$ cat src/rtl/fetch_unit.sv
// Owns the PC, the instruction register and the status register, and fetches
// instructions over a req/ack handshake that gives up after TIMEOUT cycles.
module fetch_unit #(
  parameter int ADDR_W  = 16,
  parameter int INSTR_W = 32,
  parameter int TIMEOUT = 15
) (
  input  logic               clk,
  input  logic               rst,
  input  logic               pc_rst,
  input  logic               pc_write,
  input  logic               pc_sel,
  input  logic               br_sel,
  input  logic               ir_load,
  input  logic               stat_en,
  input  logic [3:0]         alu_stat,
  input  logic [INSTR_W-1:0] imem_rdata,
  input  logic               imem_ack,
  output logic               imem_req,
  output logic [ADDR_W-1:0]  imem_addr,
  output logic [ADDR_W-1:0]  pc_out,
  output logic [INSTR_W-1:0] ir_out,
  output logic [3:0]         opcode,
  output logic [3:0]         mm,
  output logic [15:0]        imm,
  output logic [3:0]         stat,
  output logic               br_taken,
  output logic               fetch_busy,
  output logic               fetch_err
);

  typedef enum logic [1:0] {
    IDLE = 2'd0,
    REQ  = 2'd1,
    DONE = 2'd2
  } state_t;

  localparam logic [7:0] WAIT_LAST = 8'(TIMEOUT - 1);

  state_t             state, state_nxt;
  logic [7:0]         wait_cnt;
  logic               start_fetch;
  logic               ack_hit;
  logic               tmo_hit;
  logic [ADDR_W-1:0]  pc_q;
  logic [ADDR_W-1:0]  pc_nxt;
  logic [ADDR_W-1:0]  imm_abs;
  logic [ADDR_W-1:0]  imm_rel;
  logic [INSTR_W-1:0] ir_q;
  logic [3:0]         stat_q;

  assign pc_out = pc_q;
  assign ir_out = ir_q;
  assign stat   = stat_q;
  assign opcode = ir_q[31:28];
  assign mm     = ir_q[27:24];
  assign imm    = ir_q[15:0];

  always_ff @(posedge clk or posedge rst) begin
    if (rst) begin
      state <= IDLE;
    end else begin
      state <= state_nxt;
    end
  end

  // An ack arriving on the last allowed cycle still wins over the timeout.
  always_comb begin
    state_nxt   = state;
    start_fetch = 1'b0;
    ack_hit     = 1'b0;
    tmo_hit     = 1'b0;
    case (state)
      IDLE: begin
        if (ir_load) begin
          start_fetch = 1'b1;
          state_nxt   = REQ;
        end
      end
      REQ: begin
        if (imem_ack) begin
          ack_hit   = 1'b1;
          state_nxt = DONE;
        end else if (wait_cnt == WAIT_LAST) begin
          tmo_hit   = 1'b1;
          state_nxt = DONE;
        end
      end
      DONE:    state_nxt = IDLE;
      default: state_nxt = IDLE;
    endcase
  end

  always_ff @(posedge clk or posedge rst) begin
    if (rst) begin
      imem_req   <= 1'b0;
      imem_addr  <= '0;
      fetch_busy <= 1'b0;
      fetch_err  <= 1'b0;
      wait_cnt   <= '0;
      ir_q       <= '0;
    end else begin
      if (start_fetch) begin
        imem_addr  <= pc_q;
        imem_req   <= 1'b1;
        fetch_busy <= 1'b1;
        wait_cnt   <= '0;
      end else if (ack_hit) begin
        ir_q       <= imem_rdata;
        imem_req   <= 1'b0;
        fetch_busy <= 1'b0;
      end else if (tmo_hit) begin
        ir_q       <= '0;
        fetch_err  <= 1'b1;
        imem_req   <= 1'b0;
        fetch_busy <= 1'b0;
      end else if (state == REQ) begin
        wait_cnt <= wait_cnt + 8'd1;
      end
    end
  end

  // Targets wrap modulo 2^ADDR_W; the relative form sign-extends imm first.
  assign imm_abs = ADDR_W'(imm);
  assign imm_rel = ADDR_W'(signed'(imm));

  always_comb begin
    pc_nxt = pc_q;
    if (pc_rst) begin
      pc_nxt = '0;
    end else if (pc_write) begin
      if (!pc_sel) begin
        pc_nxt = pc_q + {{(ADDR_W-1){1'b0}}, 1'b1};
      end else if (!br_sel) begin
        pc_nxt = imm_abs;
      end else begin
        pc_nxt = pc_q + imm_rel;
      end
    end
  end

  always_ff @(posedge clk or posedge rst) begin
    if (rst) begin
      pc_q   <= '0;
      stat_q <= '0;
    end else begin
      pc_q <= pc_nxt;
      if (stat_en) begin
        stat_q <= alu_stat;
      end
    end
  end

  always_comb begin
    br_taken = 1'b0;
    case (opcode)
      4'd4, 4'd5: br_taken =  |(mm & stat_q);
      4'd6, 4'd7: br_taken = ~|(mm & stat_q);
      default:    br_taken = 1'b0;
    endcase
  end

endmodule

$ cat config.mk
export PLATFORM = sky130hd
export DESIGN_NAME = fetch_unit
export DESIGN_NICKNAME = d
export VERILOG_FILES = /design/src/rtl/fetch_unit.sv
export SDC_FILE = /design/constraint.sdc
export NUM_CORES = 1
export LEC_CHECK = 0
export CAP_MARGIN = 20
export CORE_MARGIN = 2
export CORE_UTILIZATION = 40
export DETAILED_ROUTE_END_ITERATION = 10
export PLACE_DENSITY = 0.76
export RECOVER_POWER = 100
export SLEW_MARGIN = 30
export SYNTH_ARGS = -nofsm -noshare
export SYNTH_HDL_FRONTEND = slang
export SYNTH_SLANG_ARGS = --single-unit
$ cat constraint.sdc
create_clock -name clk -period 3.1 [get_ports clk]
set_input_delay 0.465 -clock clk [delete_from_list [all_inputs] [get_ports clk]]
set_output_delay 0.465 -clock clk [all_outputs]
set_load 0.005 [all_outputs]
* Word-level counts from Yosys, hierarchy flattened
Index checks and enable logic that the tools add are counted.
** Operators by class
- $add $sub $neg :: 3
- Equality and inequality tests :: 10
- Muxes and demuxes :: 25
- Bitwise logic cells :: 3
- Reduce and logical (&&, ||, !) cells :: 13
** Operator list (count)
- $mux W16 :: 4
- $mux W32 :: 2
- $mux W8 :: 4
- $add A16 B1 Y16 const B :: 1
- $add A16 B16 Y16 :: 1
- $eq A4 B3 Y1 const B :: 4
- $mux W1 :: 10
- $add A8 B1 Y8 const B :: 1
- $eq A8 B4 Y1 const B :: 1
- $mux W2 :: 3
- $ne A2 B2 Y1 const B :: 3
- $reduce_and A3 Y1 :: 2
- $reduce_bool A2 Y1 :: 3
- $and A4 B4 Y4 :: 1
- $pmux W2 S2 :: 1
- $reduce_and A2 Y1 :: 2
- $reduce_or A2 Y1 :: 2
- $reduce_or A4 Y1 :: 1
- $ne A3 B3 Y1 const B :: 1
- $reduce_bool A3 Y1 :: 1
- $eq A2 B1 Y1 const B :: 1
- $logic_not A2 Y1 :: 1
- $not A1 Y1 :: 2
- $pmux W1 S2 :: 1
- $logic_not A1 Y1 :: 1
** Storage, ports and cells
- Register bits after elaboration :: 80
- Input bits :: 45
- Output and inout bits :: 96
- Word-level logic and storage cells :: 62

* Depth between registers and ports, before layout
Gate-level depths: netlist (run 1).
- Word-level depth :: 7
- Mapped depth :: 10
- Depth with buffers taken out :: 10

* Worst setup path after synthesis (run 1)
Ideal clock, no wire load.
- Path kind :: reg2reg
- Start point :: register pc_q[0] (netlist: pc_out[0])
- End point :: register pc_q[14] (netlist: pc_out[14])
- Setup time :: 74 ps
- Arrival :: 2344 ps
- Required time :: 3026 ps
- Setup slack :: 682 ps
- Stages on the path, launching flop included :: 11
- Path buffers :: 0
- Period minus slack after synthesis :: 2418 ps
- Cells stage by stage :: dfrtp_1 ha_1 inv_1 fa_1 inv_1 a21o_1 a41o_2 a41oi_4 or4_1 o211a_1 o21ai_2
** On the way
- Longest elaborated chain between the ends :: 5
- Elaborated cells between the ends (all ways) :: 6
- Classes of those cells :: add/sub (2); mux (4)
** RTL lines
- from (decl) :: RTL line 45 : logic [ADDR_W-1:0] pc_q;
- from (signal assigned) :: RTL line 147 : pc_q <= pc_nxt;
- $add A16 B16 Y16 :: RTL line 137 : pc_nxt = pc_q + imm_rel;
- $mux W16 :: RTL line 134 : end else if (!br_sel) begin
- $mux W16 * :: RTL line 132 : if (!pc_sel) begin
- $mux W16 * :: RTL line 131 : end else if (pc_write) begin
- $mux W16 * :: RTL line 129 : if (pc_rst) begin
Every way passes the cells marked *; elsewhere a longest branch is shown, timed or not. The select of a mux whose other input is x is not followed.
A chain may end at the register's enable or synchronous reset.

* Final worst setup path (run 1)
Same ends and word-level chain as after synthesis.

==> run_results.csv, run 1 <==
group,metric,value,unit
run_status,status,"complete, but fails checks",
run_status,violations,"max-capacitance violations, max-slew violations",
logic_synthesis,ys_seq_area_share,43.7,%
global_route,grt_pass1_vias,3994,
global_route,grt_usage,20.4,%
timing,period_minus_slack,2.79,ns
power_and_ir_drop,power.density,810,nW/um2
routing,post-route-drc-count,0,
logic_synthesis,synthCells,451,
logic_synthesis,async_reset_ff_share,100,%
logic_synthesis,synth_top_area_share,43.7,%
timing,timing_hold_violations_final,0,
floorplan,die_area,12300,um2
worst_setup_path,worst_setup_path_end_kind,"flop",
logic_synthesis,ys.flop_type,"dfrtp_1",
timing,clock_skew,0.00858,ns
routing,first_pass_iters,4,
worst_setup_path,crit_path_max_fanout,7,
place,portBuffers,140,
final_layout,final_nets,630,
clocking,cts_tree,"built",
timing,timing.final.crit_share,90.1,%
flow_run,cap_violations,1,
worst_setup_path,rr_startpoint,"pc_out[0]",
floorplan,pin_count,141,
place,dpl.hpwl,9060,um
clocking,cts_resized,0,
min_path,hold_start,"fetch_err",
clocking,root_buffer,"clkbuf_16",
worst_setup_path,r2r_slack,0.31,ns
min_path,hold_class,"reg -> reg",
routing,wl_per_cell,17.4,um
global_route,grt_pass1_wl,20500,um
logic_synthesis,syn_nets,515,
clocking,cts_buffers,9,
logic_synthesis,synth_seq_cells,80,
final_layout,antennaDiodeCount,0,
timing,relSlewSlack,-32.3,%
routing,routed_via_density,5.57,
worst_setup_path,endpoint,"pc_out[14]",
floorplan,coreArea,11300,um2
logic_synthesis,netlist_top_cells_area,"dfrtp_1, a22o_1, mux2_2, ha_1, buf_4",
logic_synthesis,yosysMostFrequentCell,"dfrtp_1",
floorplan,row_count,39,
final_layout,fill_cells,1001,
clocking,htree_levels,3,
worst_setup_path,rr_worst_depth,10,
routing,routed_wl,12400,um
clocking,ctsHoldBuffers,0,
timing,tightest_slew,1.98,ns
routing,dr.first_iter.drc_count,293,
worst_setup_path,crit_start,"pc_out[0]",
worst_setup_path,crit_required,3.36,ns
global_route,grt-ovfl-total,0,
routing,drtAntennaViolNets,0,
place,gp_congestion,0.883,
timing,slew_violations,81,
clocking,cts_setup_buffers,0,
logic_synthesis,ys_types,67,
clocking,clk_latency,0.34,ns
routing,via_count,3974,
power_and_ir_drop,irDropWorstVdd,445,uV
power_and_ir_drop,p_leak,2.89,nW
logic_synthesis,avgSynthCellArea,10.2,um2
logic_synthesis,yosysTopAreaCell,"dfrtp_1",
clocking,clkTransAtPathRegs,0.07,ns
floorplan,initial_core_util,40.6,%
worst_setup_path,r2r_end,"pc_out[14]",
logic_synthesis,syn_area,4580,um2
logic_synthesis,synth_edf_count,0,
timing,setup_viol,0,
logic_synthesis,yosys-top-cells-count,"dfrtp_1, a22o_1, a21oi_1",
timing,rsz0062_at_grt,"no",
timing,fmax,358,MHz
worst_setup_path,critPathLaunchType,"flop",
final_layout,drive_above_1_share,9.46,%
final_layout,area_growth,35.9,%
timing,final.setup.worst_slack,0.307,ns
clocking,clk_path_buf_depth,2,
worst_setup_path,crit_type,"reg -> reg",
place,dp_slack,0.495,ns
worst_setup_path,worst_ep_arrival_time,3.05,ns
timing,fin_tns_setup,0,ns
global_route,grt_max_degree,81,
global_route,antenna_found_initial,0,
floorplan,die_y,111,um
clocking,numClockSinks,80,
logic_synthesis,yosys_warnings,0,
floorplan,die_w,111,um
-- cells in the final DEF (no fill, tap or decap), types with 4 or more instances in the layout --
| master | n |
|---|---|
| o21ai_0 | 24 |
| a22o_1 | 32 |
| dlygate4sd3_1 | 100 |
| and3_1 | 8 |
| mux2_2 | 21 |
| ha_1 | 18 |
| nor3b_1 | 4 |
| a21oi_1 | 32 |
| mux2i_1 | 7 |
| nand2_1 | 29 |
| clkbuf_16 | 9 |
| a21o_1 | 6 |
| xor2_1 | 8 |
| buf_4 | 4 |
| dfrtp_1 | 80 |
| a31oi_1 | 4 |
| inv_1 | 11 |
| nor4_1 | 4 |
| clkdlybuf4s50_1 | 40 |
| xnor2_1 | 11 |
| nand3_1 | 10 |
| a211oi_1 | 6 |
| nor2_1 | 28 |
-- cells by family after synthesis --
group | after synthesis | synth area share (%)
flops | 80 | 43.7
mux | 30 | 7.18
xor+xnor | 19 | 3.63
fa+ha+maj | 19 | 5.35
compound gates | 135 | 21.0
simple gates | 111 | 12.4
buf+inv | 57 | 6.75
-- power breakdown --
part	internal (W)	switching [W]
clock network	0.000632	0.000448
registers	0.00138	0.000399
logic	0.00127	0.000913
total	0.00328	0.00176
-- routing by layer --
| metal | routed length (um) | GRT usage (%) | part of all wire, % | vias to the layer above |
|---|---|---|---|---|
| met2 | 5970 | 33.0 | 48 | 168 |
| met3 | 1140 | 6.62 | 9.2 | 15 |
| met4 | 178 | 5.43 | 1.4 | 0 |
| met1 | 5160 | 26.6 | 41 | 1914 |
| li1 | - | - | - | 1877 |
| met5 | 0 | 0 | 0 | - |
-- sequential cells by signal, summed over array words and instances, names as in the netlist --
signal	count
fetch_busy	1
fetch_err	1
imem_addr	16
ir_out	32
pc_out	16
stat	4
state	2
wait_cnt	8
-- worst min path at each step --
| stage | endpoint | depth (start not counted) | slack, ns |
|---|---|---|---|
| floorplan | fetch_err | 1 | 0.45 |
| global placement | fetch_err | 1 | 0.44 |
| detailed placement | fetch_err | 1 | 0.45 |
| CTS | fetch_err | 1 | 0.47 |
| global route | fetch_err | 1 | 0.48 |
| finish | fetch_err | 1 | 0.46 |
-- worst max-delay path: stages (launching register included) --
cell     delay (ns)
dfrtp_1        0.48
ha_1           0.24
inv_1          0.07
fa_1           0.40
inv_1          0.07
a21o_1         0.13
a41o_1         0.24
a41oi_1        0.28
or4_1          0.58
o211a_1        0.14
o21ai_2        0.10
-- area by class of cell --
type	count	area [um2]	area share (%)
Multi-Input combinational cell	314	2240	36.0
Sequential cell	80	2000	32.2
Timing Repair Buffer	148	1450	23.3
Clock buffer	9	225	3.62
Tap cell	143	179	2.87
Clock inverter	7	78.8	1.27
Inverter	13	50.0	0.804
-- stage by stage --
stage,std cells,utilization (%),hold WS [ns],power [W],instance area [um2]
5_1_grt,714,55.2,0.483,0.00539,6220
3_3_place_gp,698,53.1,0.441,0.00417,5980
2_1_floorplan,451,-,0.451,0.00305,4580
4_1_cts,714,55.8,0.467,0.00535,6290
3_5_place_dp,698,53.1,0.452,0.00423,5980
6_report,714,55.2,0.459,0.00504,6220
Note: power is estimated with default switching activity, not from simulation.
==> run 2: changes to the inputs <==
HOLD_SLACK_MARGIN = 0.02   (was not set)
SKIP_LAST_GASP = 1   (was not set)
==> results of run 2 <==
Final layout, timing and power as in run 1 (identical DEF).
==> run 3: changes to the inputs <==
CAP_MARGIN = 10   (was 20)
clock period = 3 ns   (was 3.1 ns; I/O delays follow)
==> run_results.csv, run 3 (same netlist as run 1, synthesis figures left out) <==
group,metric,value,unit
timing,period_minus_slack,2.69,ns
floorplan,row_count,39,
final_layout,final_nets,630,
routing,via_count,4037,
timing,timing_hold_violations_final,0,
clocking,cts_resized,0,
clocking,clk_path_buf_depth,2,
timing,rsz0062_at_grt,"no",
clocking,numClockSinks,80,
routing,first_pass_iters,4,
clocking,root_buffer,"clkbuf_16",
power_and_ir_drop,irDropWorstVdd,397,uV
final_layout,area_growth,36.9,%
power_and_ir_drop,p_leak,2.92,nW
final_layout,antennaDiodeCount,0,
timing,clock_skew,0.00726,ns
routing,routed_wl,12500,um
run_status,status,"complete, but fails checks",
worst_setup_path,rr_startpoint,"pc_out[0]",
clocking,clkTransAtPathRegs,0.06,ns
worst_setup_path,path_cells,"ha_1, inv_1, fa_1, inv_1, a21o_1, a41o_2, a41oi_4, or4_1, o211a_1, o21ai_0",
floorplan,die_y,111,um
worst_setup_path,worst_setup_path_end_kind,"flop",
clocking,ctsHoldBuffers,0,
floorplan,die_area,12300,um2
timing,fmax,372,MHz
global_route,grt-ovfl-total,0,
timing,slew_violations,81,
power_and_ir_drop,switching_share,34.4,%
final_layout,fin_area,6270,um2
place,dpl.hpwl,8970,um
floorplan,die_w,111,um
power_and_ir_drop,combinationalPowerShare,42.6,%
place,placed_cell_area,5980,um2
timing,setup_viol,0,
power_and_ir_drop,power.switching,0.00184,W
worst_setup_path,r2r_slack,0.31,ns
timing,fin_tns_setup,0,ns
power_and_ir_drop,clock_power_share,23.0,%
routing,post-route-drc-count,0,
clocking,htree_levels,3,
min_path,hold_depth,1,
worst_setup_path,worst_ep_arrival_time,2.94,ns
worst_setup_path,cp.depth,10,
routing,drtAntennaViolNets,0,
floorplan,pin_count,141,
worst_setup_path,r2r_end,"pc_out[14]",
global_route,grt_pass1_wl,20200,um
place,gp_congestion,0.891,
floorplan,initial_core_util,40.6,%
worst_setup_path,rr_worst_depth,10,
timing,tightest_slew,1.96,ns
min_path,hold_start,"fetch_err",
min_path,hold_path_end,"fetch_err",
clocking,cts_buffers,9,
power_and_ir_drop,p_int,0.00351,W
global_route,antenna_found_initial,0,
run_status,violations,"max-capacitance violations, max-slew violations",
clocking,cts_tree,"built",
routing,dr.first_iter.drc_count,241,
final_layout,drive_above_1_share,9.98,%
global_route,grt_pass1_vias,3946,
power_and_ir_drop,p_seq_share,34.3,%
floorplan,coreArea,11300,um2
worst_setup_path,crit_path_max_fanout,7,
worst_setup_path,slowest_stage,"or4_1",
timing,relSlewSlack,-30.4,%
worst_setup_path,cp_slowest_stage_delay,0.54,ns
worst_setup_path,critPathTopFamily,"compound AO/OA/AOI/OAI gates",
power_and_ir_drop,power.density,854,nW/um2
final_layout,mostFrequentLayoutCells,"dlygate4sd3_1, dfrtp_1, clkdlybuf4s50_1",
worst_setup_path,cp_num_buf_inv,2,
worst_setup_path,crit_type,"reg -> reg",
routing,wl_per_cell,17.5,um
worst_setup_path,crit_required,3.25,ns
final_layout,final_common_cell,"dlygate4sd3_1",
final_layout,largest_reg_flops,32,
global_route,grt_max_degree,81,
clocking,clk_latency,0.33,ns
worst_setup_path,critPathLaunchType,"flop",
worst_setup_path,crit_top_cell,"inv_1",
flow_run,cap_violations,1,
timing,timing.final.crit_share,89.6,%
min_path,hold_class,"reg -> reg",
global_route,grt_usage,20.2,%
clocking,cts_setup_buffers,0,
routing,routed_via_density,5.65,
place,portBuffers,140,
-- run 3: layout make-up --
cell class	count	area [um2]
clock inverter	6	97.6
inverter	13	50.0
tap	143	179
clock buffer	10	239
timing repair buffer	148	1450
sequential	80	2000
fill	978	5000
multi-input combinational	314	2250
-- run 3: stage by stage --
stage               instances  worst slack (ns)  hold slack [ns]  util (%)  total power (W)
finish                    714             0.312            0.462      55.6          0.00536
global route              714            0.0930            0.488      55.6          0.00572
CTS                       714             0.365            0.471      56.1          0.00564
detailed placement        698             0.425            0.459      53.1          0.00437
global placement          698             0.476            0.451      53.1          0.00431
floorplan                 451             0.498            0.451         -          0.00315
-- run 3: power by group through the flow --
| stage | clock network, W | logic [W] | registers (W) |
|---|---|---|---|
| after CTS | 0.00126 | 0.00250 | 0.00187 |
| after global placement | 0 | 0.00245 | 0.00186 |
| after global routing | 0.00132 | 0.00249 | 0.00191 |
| final | 0.00123 | 0.00228 | 0.00184 |
| after floorplan | 0 | 0.00138 | 0.00177 |
| after detailed placement | 0 | 0.00249 | 0.00188 |
-- run 3: per-layer routing --
layer	track usage, %	vias up	share of wire, %
li1	-	1882	-
met1	26.2	1942	43
met2	33.5	200	47
met3	5.96	13	8.8
met4	5.02	0	1.2
met5	0	-	0
-- run 3: how the worst max path moves through the flow --
stage                   start  slack, ns    endpoint
global placement    pc_out[0]       0.48  pc_out[14]
global route              rst       0.09   ir_out[8]
CTS                 pc_out[0]       0.36  pc_out[14]
detailed placement  pc_out[0]       0.43  pc_out[14]
floorplan                 rst       0.50  fetch_busy
finish              pc_out[0]       0.31  pc_out[14]
==> RTL edit: new RTL, flow settings as in run 2 <==
Encoding of `state_t`: now one-hot (3 bits for 3 states).
--- a/src/rtl/fetch_unit.sv
+++ b/src/rtl/fetch_unit.sv
@@ -29,10 +29,10 @@
   output logic               fetch_err
 );
 
-  typedef enum logic [1:0] {
-    IDLE = 2'd0,
-    REQ  = 2'd1,
-    DONE = 2'd2
+  typedef enum logic [2:0] {
+    IDLE = 3'b001,
+    REQ  = 3'b010,
+    DONE = 3'b100
   } state_t;
 
   localparam logic [7:0] WAIT_LAST = 8'(TIMEOUT - 1);
Function: same outputs for any inputs over 4 cycles, from zero or initial values and one cycle with rst high; so few cycles prove little.
==> RTL edit against run 2 <==
  * The flow still finishes with violations (max-capacitance violations, max-slew violations)
  * Sequential share of layout area rose by 0.53 points
  * Global-route usage rose by 0.077 points
  * Setup slack improved by 110 ps
  * Power decreased by 5.6%
  * Sequential cell count up 1
  * Wire length about the same
  * Area after synthesis rose by 0.25%
  * Count of clock-buffer cells in the layout is the same
  * Final area decreased by 0.34%
  * Critical path type unchanged
==> RTL edit: results (changes against run 2) <==
[layout]
seq_area_share_pct = 32.7  ; +0.53 points
inv_count = 12  ; -1
layout-drive-gt1-share_pct = 9.38  ; -0.077 points
final-clk-cell-share_pct = 4.48  ; -0.41 points
final_cells = 708  ; -0.84%
fillers = 994  ; -0.70%
synthToLayoutAreaGrowth_pct = 35.1
layout.nonclk_buf_share_pct = 23.5  ; +0.24 points
final_nets = 624  ; -0.95%
signal_buffers = 147  ; -0.68%
finalInstanceArea_um2 = 6200  ; -0.34%
multi_input_area_share_pct = 35.7  ; -0.32 points

[synth]
ys_seq_area_share_pct = 44.2  ; +0.47 points
synthTopCellsByArea = dfrtp_1, a22o_1, mux2_2
syn-instance-count = 447  ; -0.89%
synth_xor_xnor_area_share_pct = 4.20  ; +0.56 points
synth_compound_area_share_pct = 19.0  ; -1.9 points
synth_fa_ha_area_share_pct = 5.34  ; -0.013 points

[placed_design]
place_inst = 692  ; -0.86%
pre_cts_ws_ps = 601  ; +106 ps

[power]
p_leak_nw = 2.91  ; +0.56%
ir_drop_uv = 375  ; -16%

[run_status]
status = complete, but fails checks
violations = max-capacitance violations, max-slew violations

[cts]
clock_sinks = 81  ; +1.3%

[grt]
grt_use_total_pct = 20.5  ; +0.077 points
grt_pass1_wl_um = 20300  ; -0.74%
grt_max_degree = 43  ; -47%

[setup_path]
arrival_ps = 2880  ; -170 ps
slowest_delay_ps = 470  ; -110 ps

[run]
cap_viol_max_count = 1  ; unchanged

[drt]
wl_um = 12500  ; about the same
dr.first_iter.drc_count = 221  ; -25%
vias = 3968  ; -0.15%
firstDrtPassIters = 5  ; +1

[sta]
tightest_slew_ps = 1850  ; -131 ps
slew_violations = 40  ; -51%

==> RTL edit: final timing paths <==
kind,startpoint,endpoint,slack [ps],depth (start not counted)
min in group asynchronous,rst,fetch_busy$_DFFE_PP0P_,1050,2
worst min-delay path,fetch_err$_DFFE_PP0P_,fetch_err$_DFFE_PP0P_,480,1
max in group asynchronous,rst,state[0]$_DFFE_PP1P_,1100,3
worst max-delay path,pc_out[0]$_DFFE_PP0P_,pc_out[8]$_DFFE_PP0P_,420,10
worst min register to register,fetch_err$_DFFE_PP0P_,fetch_err$_DFFE_PP0P_,480,1
worst max register to register,pc_out[0]$_DFFE_PP0P_,pc_out[8]$_DFFE_PP0P_,420,10
==> RTL edit: metal layers <==
layer / vias up / part of all wire [%] / global-route usage, %
met1: 1964 / 44 / 27.0
met2: 147 / 48 / 33.9
met4: 0 / 1.5 / 5.93
met5: - / 0 / 0
li1: 1844 / - / -
met3: 13 / 6.6 / 4.87
